[src/rtl/key_debounce_multi.sv]
// Multi-key front end: 2-flop sync, per-key debounce FSM, press/release/long events (+auto-repeat when KEY_REPEAT_EN is defined).
// Latency: key_level/key_press/key_release change DEB_CYC+2 edges after the first edge sampling a clean pin change.
// Backpressure: none; events are single-cycle pulses that the consumer must take when asserted.
module key_debounce_multi #(
  parameter int CLK_FRE        = 50_000_000,
  parameter int KEY_NUM        = 4,
  parameter int DEBOUNCE_MS    = 20,
  parameter int LONG_MS        = 1000,
  parameter int REPEAT_MS      = 200,
  parameter int KEY_ACTIVE_LOW = 1
) (
  input  logic               clk_in,
  input  logic               sys_rst,
  input  logic [KEY_NUM-1:0] key,
  output logic [KEY_NUM-1:0] key_level,
  output logic [KEY_NUM-1:0] key_press,
  output logic [KEY_NUM-1:0] key_release,
  output logic [KEY_NUM-1:0] key_long
);

  localparam int MS_CYC  = CLK_FRE / 1000;
  localparam int DEB_CYC = MS_CYC * DEBOUNCE_MS;
  localparam int DEB_W   = $clog2(DEB_CYC);
  localparam int MS_W    = (MS_CYC > 1) ? $clog2(MS_CYC) : 1;
  localparam int LONG_W  = $clog2(LONG_MS + 1);

  localparam logic [DEB_W-1:0]  DEB_LAST  = DEB_W'(DEB_CYC - 1);
  localparam logic [MS_W-1:0]   MS_LAST   = MS_W'(MS_CYC - 1);
  localparam logic [LONG_W-1:0] LONG_LAST = LONG_W'(LONG_MS - 1);
  localparam logic [LONG_W-1:0] LONG_SAT  = LONG_W'(LONG_MS);

  // Pin level of a released key; the synchroniser resets to it so reset exit never looks like a press.
  localparam logic REL_LVL = (KEY_ACTIVE_LOW != 0);

`ifdef KEY_REPEAT_EN
  localparam int               REP_W    = $clog2(REPEAT_MS + 1);
  localparam logic [REP_W-1:0] REP_LAST = REP_W'(REPEAT_MS - 1);
`endif

  // Out-of-range configurations show up as this marker block in the elaborated hierarchy.
  if (KEY_NUM < 1 || DEB_CYC < 2 || LONG_MS < 1 || REPEAT_MS < 1) begin : g_bad_config
  end

  typedef enum logic {
    IDLE = 1'b0,
    HELD = 1'b1
  } key_state_t;

  logic [KEY_NUM-1:0] sync_q1;
  logic [KEY_NUM-1:0] sync_q2;
  logic [KEY_NUM-1:0] key_norm;

  // Two-flop synchroniser followed by a registered normalisation to pressed = 1.
  always_ff @(posedge clk_in or posedge sys_rst) begin
    if (sys_rst) begin
      sync_q1  <= {KEY_NUM{REL_LVL}};
      sync_q2  <= {KEY_NUM{REL_LVL}};
      key_norm <= '0;
    end else begin
      sync_q1  <= key;
      sync_q2  <= sync_q1;
      key_norm <= sync_q2 ^ {KEY_NUM{REL_LVL}};
    end
  end

  for (genvar i = 0; i < KEY_NUM; i++) begin : g_ch
    key_state_t        state;
    logic [DEB_W-1:0]  deb_cnt;
    logic [MS_W-1:0]   ms_pre;
    logic [LONG_W-1:0] ms_cnt;
    logic              press_q;
    logic              release_q;
    logic              long_q;
    logic              lvl;
    logic              in_diff;
    logic              deb_done;
    logic              ms_wrap;
`ifdef KEY_REPEAT_EN
    logic [REP_W-1:0]  rep_cnt;
`endif

    assign lvl      = (state == HELD);
    assign in_diff  = key_norm[i] ^ lvl;
    assign deb_done = in_diff && (deb_cnt == DEB_LAST);
    assign ms_wrap  = (ms_pre == MS_LAST);

    // Debounce FSM with hold timing; a level change always wins over a same-cycle long/repeat tick.
    always_ff @(posedge clk_in or posedge sys_rst) begin
      if (sys_rst) begin
        state     <= IDLE;
        deb_cnt   <= '0;
        ms_pre    <= '0;
        ms_cnt    <= '0;
        press_q   <= 1'b0;
        release_q <= 1'b0;
        long_q    <= 1'b0;
`ifdef KEY_REPEAT_EN
        rep_cnt   <= '0;
`endif
      end else begin
        press_q   <= 1'b0;
        release_q <= 1'b0;
        long_q    <= 1'b0;

        // Any cycle agreeing with the stable level restarts the window.
        if (!in_diff) begin
          deb_cnt <= '0;
        end else begin
          deb_cnt <= deb_cnt + 1'b1;
        end

        case (state)
          IDLE: begin
            if (deb_done) begin
              state   <= HELD;
              deb_cnt <= '0;
              press_q <= 1'b1;
              ms_pre  <= '0;
              ms_cnt  <= '0;
`ifdef KEY_REPEAT_EN
              rep_cnt <= '0;
`endif
            end
          end
          HELD: begin
            if (deb_done) begin
              state     <= IDLE;
              deb_cnt   <= '0;
              release_q <= 1'b1;
              ms_pre    <= '0;
              ms_cnt    <= '0;
`ifdef KEY_REPEAT_EN
              rep_cnt   <= '0;
`endif
            end else begin
              ms_pre <= ms_wrap ? '0 : ms_pre + 1'b1;
              if (ms_wrap) begin
                if (ms_cnt == LONG_LAST) begin
                  ms_cnt <= LONG_SAT;
                  long_q <= 1'b1;
                end else if (ms_cnt != LONG_SAT) begin
                  ms_cnt <= ms_cnt + 1'b1;
`ifdef KEY_REPEAT_EN
                end else if (rep_cnt == REP_LAST) begin
                  rep_cnt <= '0;
                  press_q <= 1'b1;
                end else begin
                  rep_cnt <= rep_cnt + 1'b1;
`endif
                end
              end
            end
          end
          default: state <= IDLE;
        endcase
      end
    end

    assign key_level[i]   = lvl;
    assign key_press[i]   = press_q;
    assign key_release[i] = release_q;
    assign key_long[i]    = long_q;
  end

endmodule

[config.mk]
export PLATFORM = sky130hd
export DESIGN_NAME = key_debounce_multi
export DESIGN_NICKNAME = d
export VERILOG_FILES = /design/src/rtl/key_debounce_multi.sv
export SDC_FILE = /design/constraint.sdc
export NUM_CORES = 1
export LEC_CHECK = 0
export CAP_MARGIN = 5
export CORE_MARGIN = 5
export CORE_UTILIZATION = 50
export CTS_BUF_LIST = sky130_fd_sc_hd__clkbuf_2
export DETAILED_ROUTE_END_ITERATION = 8
export GPL_TIMING_DRIVEN = 0
export PLACE_DENSITY = 0.69
export SETUP_SLACK_MARGIN = 0.1
export SLEW_MARGIN = 20
export SYNTH_ARGS = -nofsm -noshare
export SYNTH_HDL_FRONTEND = slang
export SYNTH_SLANG_ARGS = --single-unit
[constraint.sdc]
create_clock -name clk_in -period 5.9 [get_ports clk_in]
set_input_delay 0.59 -clock clk_in [delete_from_list [all_inputs] [get_ports clk_in]]
set_output_delay 0.59 -clock clk_in [all_outputs]
set_load 0.02 [all_outputs]
==> metrics.md, run 1 <==
| Metric | Value |
|---|---|
| Status | `finished clean` |
| Post-synthesis xor/xnor area fraction | `a little over 7%` |
| Register area | `approximately 0.0053 sq mm` |
| Pin count of the biggest net entering global routing | `33` |
| Residual DRC count | `0` |
| Die Y | `about 160 um` |
| FF-to-FF End | `g_ch[0].ms_pre[11]$_DFFE_PP0P_` |
| Vias in the first global route | `8596` |
| Port Buf Inserts | `21` |
| GRT overflow | `0` |
| RSZ-0062 raised after global routing | `no` |
| CTS root buf | `clkbuf_2` |
| Mux contribution to synthesized area | `less than 1%` |
| Total power draw | `around 2.5 mW` |
| Die ar. | `approximately 0.025 sq mm` |
| # rows | `54` |
| WL final | `between 20000 and 25000 um` |
| Depth of the CTS H-tree | `2` |
| Largest register FFs | `80` |
| Initial DRC Count | `368` |
| WP data arrival | `2000 ps` |
| Slew Viols, Final | `0` |
| Share of the synthesized area in the top cell type | `between 40% and 50%` |
| Final setup fails | `0` |
| CTS tree | `built` |
| Synth cell count leaders | `dfrtp_1 (204), nor2_1 (152), nand2_1 (119), o21ai_0 (76), nand3_1 (64)` |
| Critical path endpoint | `key_level[1]` |
| GRT Util Overall | `between 10% and 20%` |
| Post-Syn Area per Cell | `9.294 sq um` |
| Util after Layout | `between 50% and 60%` |
| Post-Place Setup Slack | `~3400 ps` |
| Syn_nets | `approximately 1200` |
| Final Cell Area | `approximately 0.012 sq mm` |
| Latest clock arrival within the worst-skew pair | `a little under 800 ps` |
| Setup crit start kind | `flop` |
| Post-CTS setup repair buffer count | `0` |
| CP endpoint kind | `output port` |
| First-pass GRT wire length | `about 38000 um` |
| IO Pins | `22` |
| Fin crit period | `2595 ps` |
| Layout cells sized above 1 | `roughly an eighth` |
| Layout fillers | `1990` |
| Final Skew | `between 50 and 60 ps` |
| DRT antenna net count | `0` |
| Static leakage | `5.285 nW` |
| Layout area overhead | `10.80%` |
| Clock Sinks | `between 200 and 250` |
| GR met2 Demand/Resource | `28.86%` |
| Initial antenna violation count | `1` |
| Total core area | `roughly 0.022 sq mm` |
| Max_cap viols | `0` |
| Met1 GRT Util | `approximately a quarter` |
| Multi-input logic area | `roughly 0.0052 sq mm` |
| Slew margin rel. | `between 40% and 50%` |
| Worst min path class | `in -> reg` |
| Vias/cell | `approximately 5.5` |
| Clock-pin slew on the worst setup and hold paths | `around 100 ps` |
| Power Dens Cells | `~200 mW/mm^2` |
| Top reg by flops | `g_ch.deb_cnt` |
| Largest cells by area after synthesis | `dfrtp_1 (46%), nor2_1 (5.2%), xor2_1 (4.4%), nand2_1 (4.1%), o21ai_0 (3.5%)` |
| Met3 usage | `3.588%` |
| Die Width | `~160 um` |
| Ys flop type | `dfrtp_1` |
| Fmax | `a little under 400 MHz` |
| Critical path class | `reg -> out` |
| Final WS setup | `~3300 ps` |
| Synthesis Warnings | `0` |
| Top-count cell post-synth | `dfrtp_1` |
| DP Wirelength | `approximately 15000 um` |
| Largest family of logic cells by synthesized area | `simple AND/OR/NAND/NOR gates` |
| Worst-Margin Slew | `approximately 760 ps` |
| PostCTS Resize Cnt | `0` |
| Simple-gate share of the synthesized area | `between 20% and 30%` |
| DR pass1 iterations | `5` |
| Synth Area in Adders | `1.818%` |
| Worst-path fanout max | `7` |
| CTS Hold Bufs | `0` |
| Fin nets | `about 1300` |
| Synth async-reset ratio | `100.0%` |
| Largest area contributor in the netlist | `dfrtp_1` |
| Cell Area, Placed | `~0.012 sq mm` |
| Reg2Reg Setup Slack | `approximately 3400 ps` |
| #FFs+latches synth | `~210` |
| Top Registers | `g_ch.deb_cnt x80, g_ch.ms_pre x64, g_ch.ms_cnt x40` |
| Seq/Total Area, Yosys | `about half` |
| Final worst-path cycle share | `a little over two fifths` |
| Most Used Layer, Global Route | `met2` |
| Worst VDD drop | `122.4 uV` |
| RR Startpoint | `g_ch[0].ms_pre[0]$_DFFE_PP0P_` |
| Avg WL per Cell | `13.43 um` |
| Clock buffer count from CTS | `56` |
| Final hold viol count | `0` |
| Number of synthesized flops with an enable pin | `0` |
| R2R depth | `9` |
| Synthesized cell area | `between 0.01 and 0.015 sq mm` |
| Cell count after synthesis | `between 1000 and 1500` |
| Compound-Gate Fraction of Synth Area | `between 10% and 20%` |
| Starting Density | `between 50% and 60%` |
| Synth unique cells | `66` |
| CTS Buffer Depth | `3` |
| Req. time, crit path | `about 5300 ps` |
| Routability cong. | `0.8084` |
| Setup_tns | `0 ps` |
| Total number of vias | `approximately 8700` |
worst min-delay path by stage:
| stage | from | to | slack [ps] | depth (start not counted) |
|---|---|---|---|---|
| global placement | sync_q1[1]$_DFF_PP1_ | sync_q2[1]$_DFF_PP1_ | 350 | 0 |
| floorplan | sync_q1[0]$_DFF_PP1_ | sync_q2[0]$_DFF_PP1_ | 350 | 0 |
| global route | key[3] | sync_q1[3]$_DFF_PP1_ | 80 | 1 |
| CTS | key[2] | sync_q1[2]$_DFF_PP1_ | 90 | 1 |
| finish | key[2] | sync_q1[2]$_DFF_PP1_ | 200 | 1 |
| detailed placement | sync_q1[1]$_DFF_PP1_ | sync_q2[1]$_DFF_PP1_ | 350 | 0 |
layout by cell type, fill, tap and decap left out, types with 16 or more instances in the layout:
cell type        count
a21o_1              16
inv_1               46
ha_1                16
clkbuf_2            75
xor2_1              55
nand4_1             41
clkinv_1            18
clkdlybuf4s50_1     21
a21oi_1             29
buf_4               18
dfrtp_1            204
and3_1              31
o21ai_0             76
a31oi_1             18
nor3_1              28
xnor2_1             34
nand2_1            119
clkbuf_1            23
nor2_1             152
nand3_1             64
per-stage QoR:
stage	std cells	hold WS, ps
after floorplan	1185	345.2
after global placement	1486	346.6
after detailed placement	1493	348.1
after CTS	1593	88.82
after global routing	1594	83.20
final	1594	196.4
cell families (layout without fill, tap and decap cells):
family	Yosys count	count (layout)
simple gates	553	553
flops	212	212
compound gates	210	210
buf+inv	101	229
xor+xnor	89	89
fa+ha+maj	16	16
mux	4	4
other cells	0	1
critical path, cell delays in order, from the launching register on:
cell and delay, ps:
dfrtp_1 480, buf_4 150, clkdlybuf4s50_1 590
report_power, final:
part           internal [mW]  switching [mW]
combinational         0.0227          0.0469
sequential              1.46          0.0102
clock                  0.351           0.599
total                   1.84           0.656
cell type report:
class | count | area share, %
sequential | 212 | 43.56
multi-input combinational | 872 | 42.85
clock buffer | 75 | 3.076
timing repair buffer | 28 | 2.932
tap | 280 | 2.871
buffer | 54 | 2.399
inverter | 47 | 1.476
clock inverter | 25 | 0.8203
antenna | 1 | 0.02051
per-layer routing:
layer / part of all wire, % / wire, um
met5: 0 / 0
met4: 1.9 / 401
met3: 3.7 / 784
met2: 46 / 9840
met1: 48 / 10380
No activity file was read; power rests on OpenSTA's default activity.
==> run 2, diff against run 1 <==
- PLACE_DENSITY: 0.69 -> 0.66
- clock period: 5.9 -> 2.65 ns (I/O delays scaled with it)
==> run 2 against run 1 <==
Against the previous run:
- core utilization increased by 1.1 points
- sequential cell count unchanged
- sequential share of layout area shrank 0.83 points
- clock skew up 7.0 ps
- clock power grew 130%
- final cell count is 1.3% higher
- total power is 130% higher
- sequential power up 120%
- largest power group unchanged
==> metrics.md, run 2 (synthesized netlist as in run 1, its figures left out) <==
| Metric | Value |
|---|---|
| DRT antenna net count | `0` |
| Routability cong. | `0.8336` |
| Clk pwr share | `about 39%` |
| Power Dens Cells | `around 460 mW/mm^2` |
| Vias in the first global route | `around 8600` |
| Max_cap viols | `0` |
| Latest clock arrival within the worst-skew pair | `around 810 ps` |
| Top reg by flops | `g_ch.deb_cnt` |
| Final hold viol count | `0` |
| Combinational Power Share | `roughly 3%` |
| Slew Viols, Final | `0` |
| Die Width | `about 160 um` |
| Critical path class | `reg -> reg` |
| Number of cells on the worst hold path | `0` |
| P_sw | `around 1.5 mW` |
| # rows | `54` |
| CTS root buf | `clkbuf_2` |
| IO Pins | `22` |
| Total number of vias | `between 8000 and 9000` |
| DP Wirelength | `approximately 15000 um` |
| Worst-Margin Slew | `692.8 ps` |
| Multi-input logic area | `0.005281 sq mm` |
| Static leakage | `about 5.4 nW` |
| Fin crit period | `about 2400 ps` |
| CP endpoint kind | `flop` |
| Final worst-path cycle share | `between 90 and 100%` |
| Largest register FFs | `80` |
| DR pass1 iterations | `5` |
| WP data arrival | `between 3000 and 4000 ps` |
| Final Cell Area | `roughly 0.012 sq mm` |
| Initial DRC Count | `roughly 370` |
| Fmax | `408.7 MHz` |
| Die Y | `roughly 160 um` |
| Status | `finished clean` |
| Final WS setup | `between 200 and 250 ps` |
| R2R depth | `9` |
| Clock-pin slew on the worst setup and hold paths | `about 90 ps` |
| Slew margin rel. | `~54%` |
| Starting Density | `50.62%` |
| Pin count of the biggest net entering global routing | `35` |
| Register area | `~0.0053 sq mm` |
| GRT Util Overall | `18.22%` |
| Clock Sinks | `between 200 and 250` |
| Worst VDD drop | `a little over 300 uV` |
| Top Registers | `g_ch.deb_cnt x80, g_ch.ms_pre x64, g_ch.ms_cnt x40` |
| Req. time, crit path | `approximately 3300 ps` |
| WL final | `between 20000 and 25000 um` |
| Setup crit start kind | `flop` |
| Sequential share of power | `57.9%` |
| CTS Buffer Depth | `3` |
| Die ar. | `0.02509 sq mm` |
| Depth of the CTS H-tree | `2` |
| Residual DRC count | `0` |
| Layout cells sized above 1 | `14.47%` |
| Port Buf Inserts | `21` |
| Worst-path fanout max | `10` |
| Fin nets | `around 1300` |
| CTS tree | `built` |
| Total core area | `~0.022 sq mm` |
| Worst min path class | `reg -> reg` |
| Post-Place Setup Slack | `85.37 ps` |
| First-pass GRT wire length | `38930 um` |
| Layout area overhead | `12.96%` |
| GRT overflow | `0` |
| Total power draw | `5.672 mW` |
| Clock buffer count from CTS | `56` |
| Initial antenna violation count | `1` |
| Most frequent cells in the layout | `dfrtp_1 (204), nor2_1 (148), nand2_1 (119)` |
| Final Skew | `between 60 and 70 ps` |
| Most common cell after layout, fill and taps aside | `dfrtp_1` |
| Internal power | `between 4 and 5 mW` |
| Vias/cell | `around 5.4` |
| Final setup fails | `0` |
| Util after Layout | `a little under three fifths` |
| Cell Area, Placed | `between 0.01 and 0.015 sq mm` |
| Avg WL per Cell | `13.64 um` |
| RSZ-0062 raised after global routing | `yes` |
| Layout fillers | `approximately 2000` |
| Switching share of total power | `a little over a quarter` |
## run 2: cell types whose count changed in the layout (fill, tap and decap cells not counted), moves of 2 or more
cell / delta
buf_4: +13
clkbuf_1: -7
clkinv_1: -5
dlygate4sd3_1: +5
clkbuf_2: +16
inv_2: -2
clkinv_2: -2
nor2_2: +4
nor3_2: +2
nor2_1: -4
nor3_1: -2
## run 2: through the flow
step | hold slack [ps] | TNS (ps) | instances
floorplan | 269.5 | -74390 | 1185
global placement | 345.5 | -431190 | 1486
detailed placement | 348.2 | 0 | 1493
CTS | 260.3 | 0 | 1603
global route | 287.7 | 0 | 1615
finish | 343.9 | 0 | 1615
## run 2: layout make-up
type | instances | area share (%)
plain buffers | 53 | 2.404
flip-flops and latches | 212 | 42.72
diodes | 1 | 0.02011
multi-input cells | 872 | 42.45
repair buffers | 47 | 4.123
inverters | 47 | 1.448
clock buffers | 87 | 3.500
clock inverters | 16 | 0.5129
well taps | 280 | 2.816
## run 2: worst paths after layout
path                       slack, ps                         start                             to
max                              200  g_ch[3].deb_cnt[0]$_DFF_PP0_  g_ch[3].ms_pre[8]$_DFFE_PP0P_
min                              340          sync_q1[0]$_DFF_PP1_           sync_q2[0]$_DFF_PP1_
max reg2reg                      200  g_ch[3].deb_cnt[0]$_DFF_PP0_  g_ch[3].ms_pre[8]$_DFFE_PP0P_
min reg2reg                      340          sync_q1[0]$_DFF_PP1_           sync_q2[0]$_DFF_PP1_
max in group asynchronous       1350                       sys_rst  g_ch[3].ms_pre[9]$_DFFE_PP0P_
min in group asynchronous        360                       sys_rst   g_ch[0].deb_cnt[2]$_DFF_PP0_
## run 2: what timing repair did
item                                   4_1_cts  5_1_grt
pin swaps                                    1        4
setup endpoints to repair                    6       79
endpoints found under the hold margin       17        0
resized for setup                            1       22
setup buffers                                2       12
hold buffers                                 5        0
## run 2: worst max-delay path, stage by stage, from the launching register on
cell and delay, ps:
dfrtp_1 400, ha_1 220, nand3_2 140, or4_4 600
o31ai_4 270, buf_6 160, or2b_4 140, buf_6 140
o21ai_2 60, a21o_1 180
## run 2: metal layers
| metal | vias to the layer above | global-route usage [%] | part of all wire, % |
|---|---|---|---|
| met2 | 117 | 29.36 | 46 |
| met4 | 0 | 5.808 | 1.8 |
| met1 | 4147 | 25.03 | 48 |
| met3 | 41 | 3.534 | 3.5 |
| met5 | - | 0 | 0 |
| li1 | 4411 | - | - |
## run 2: power groups by stage
stage	registers, mW	logic (mW)	clock network (mW)
4_1_cts	3.28	0.170	2.35
3_5_place_dp	3.35	0.164	0
3_3_place_gp	3.35	0.135	0
6_report	3.28	0.168	2.22
2_1_floorplan	3.34	0.0964	0
5_1_grt	3.29	0.196	2.54
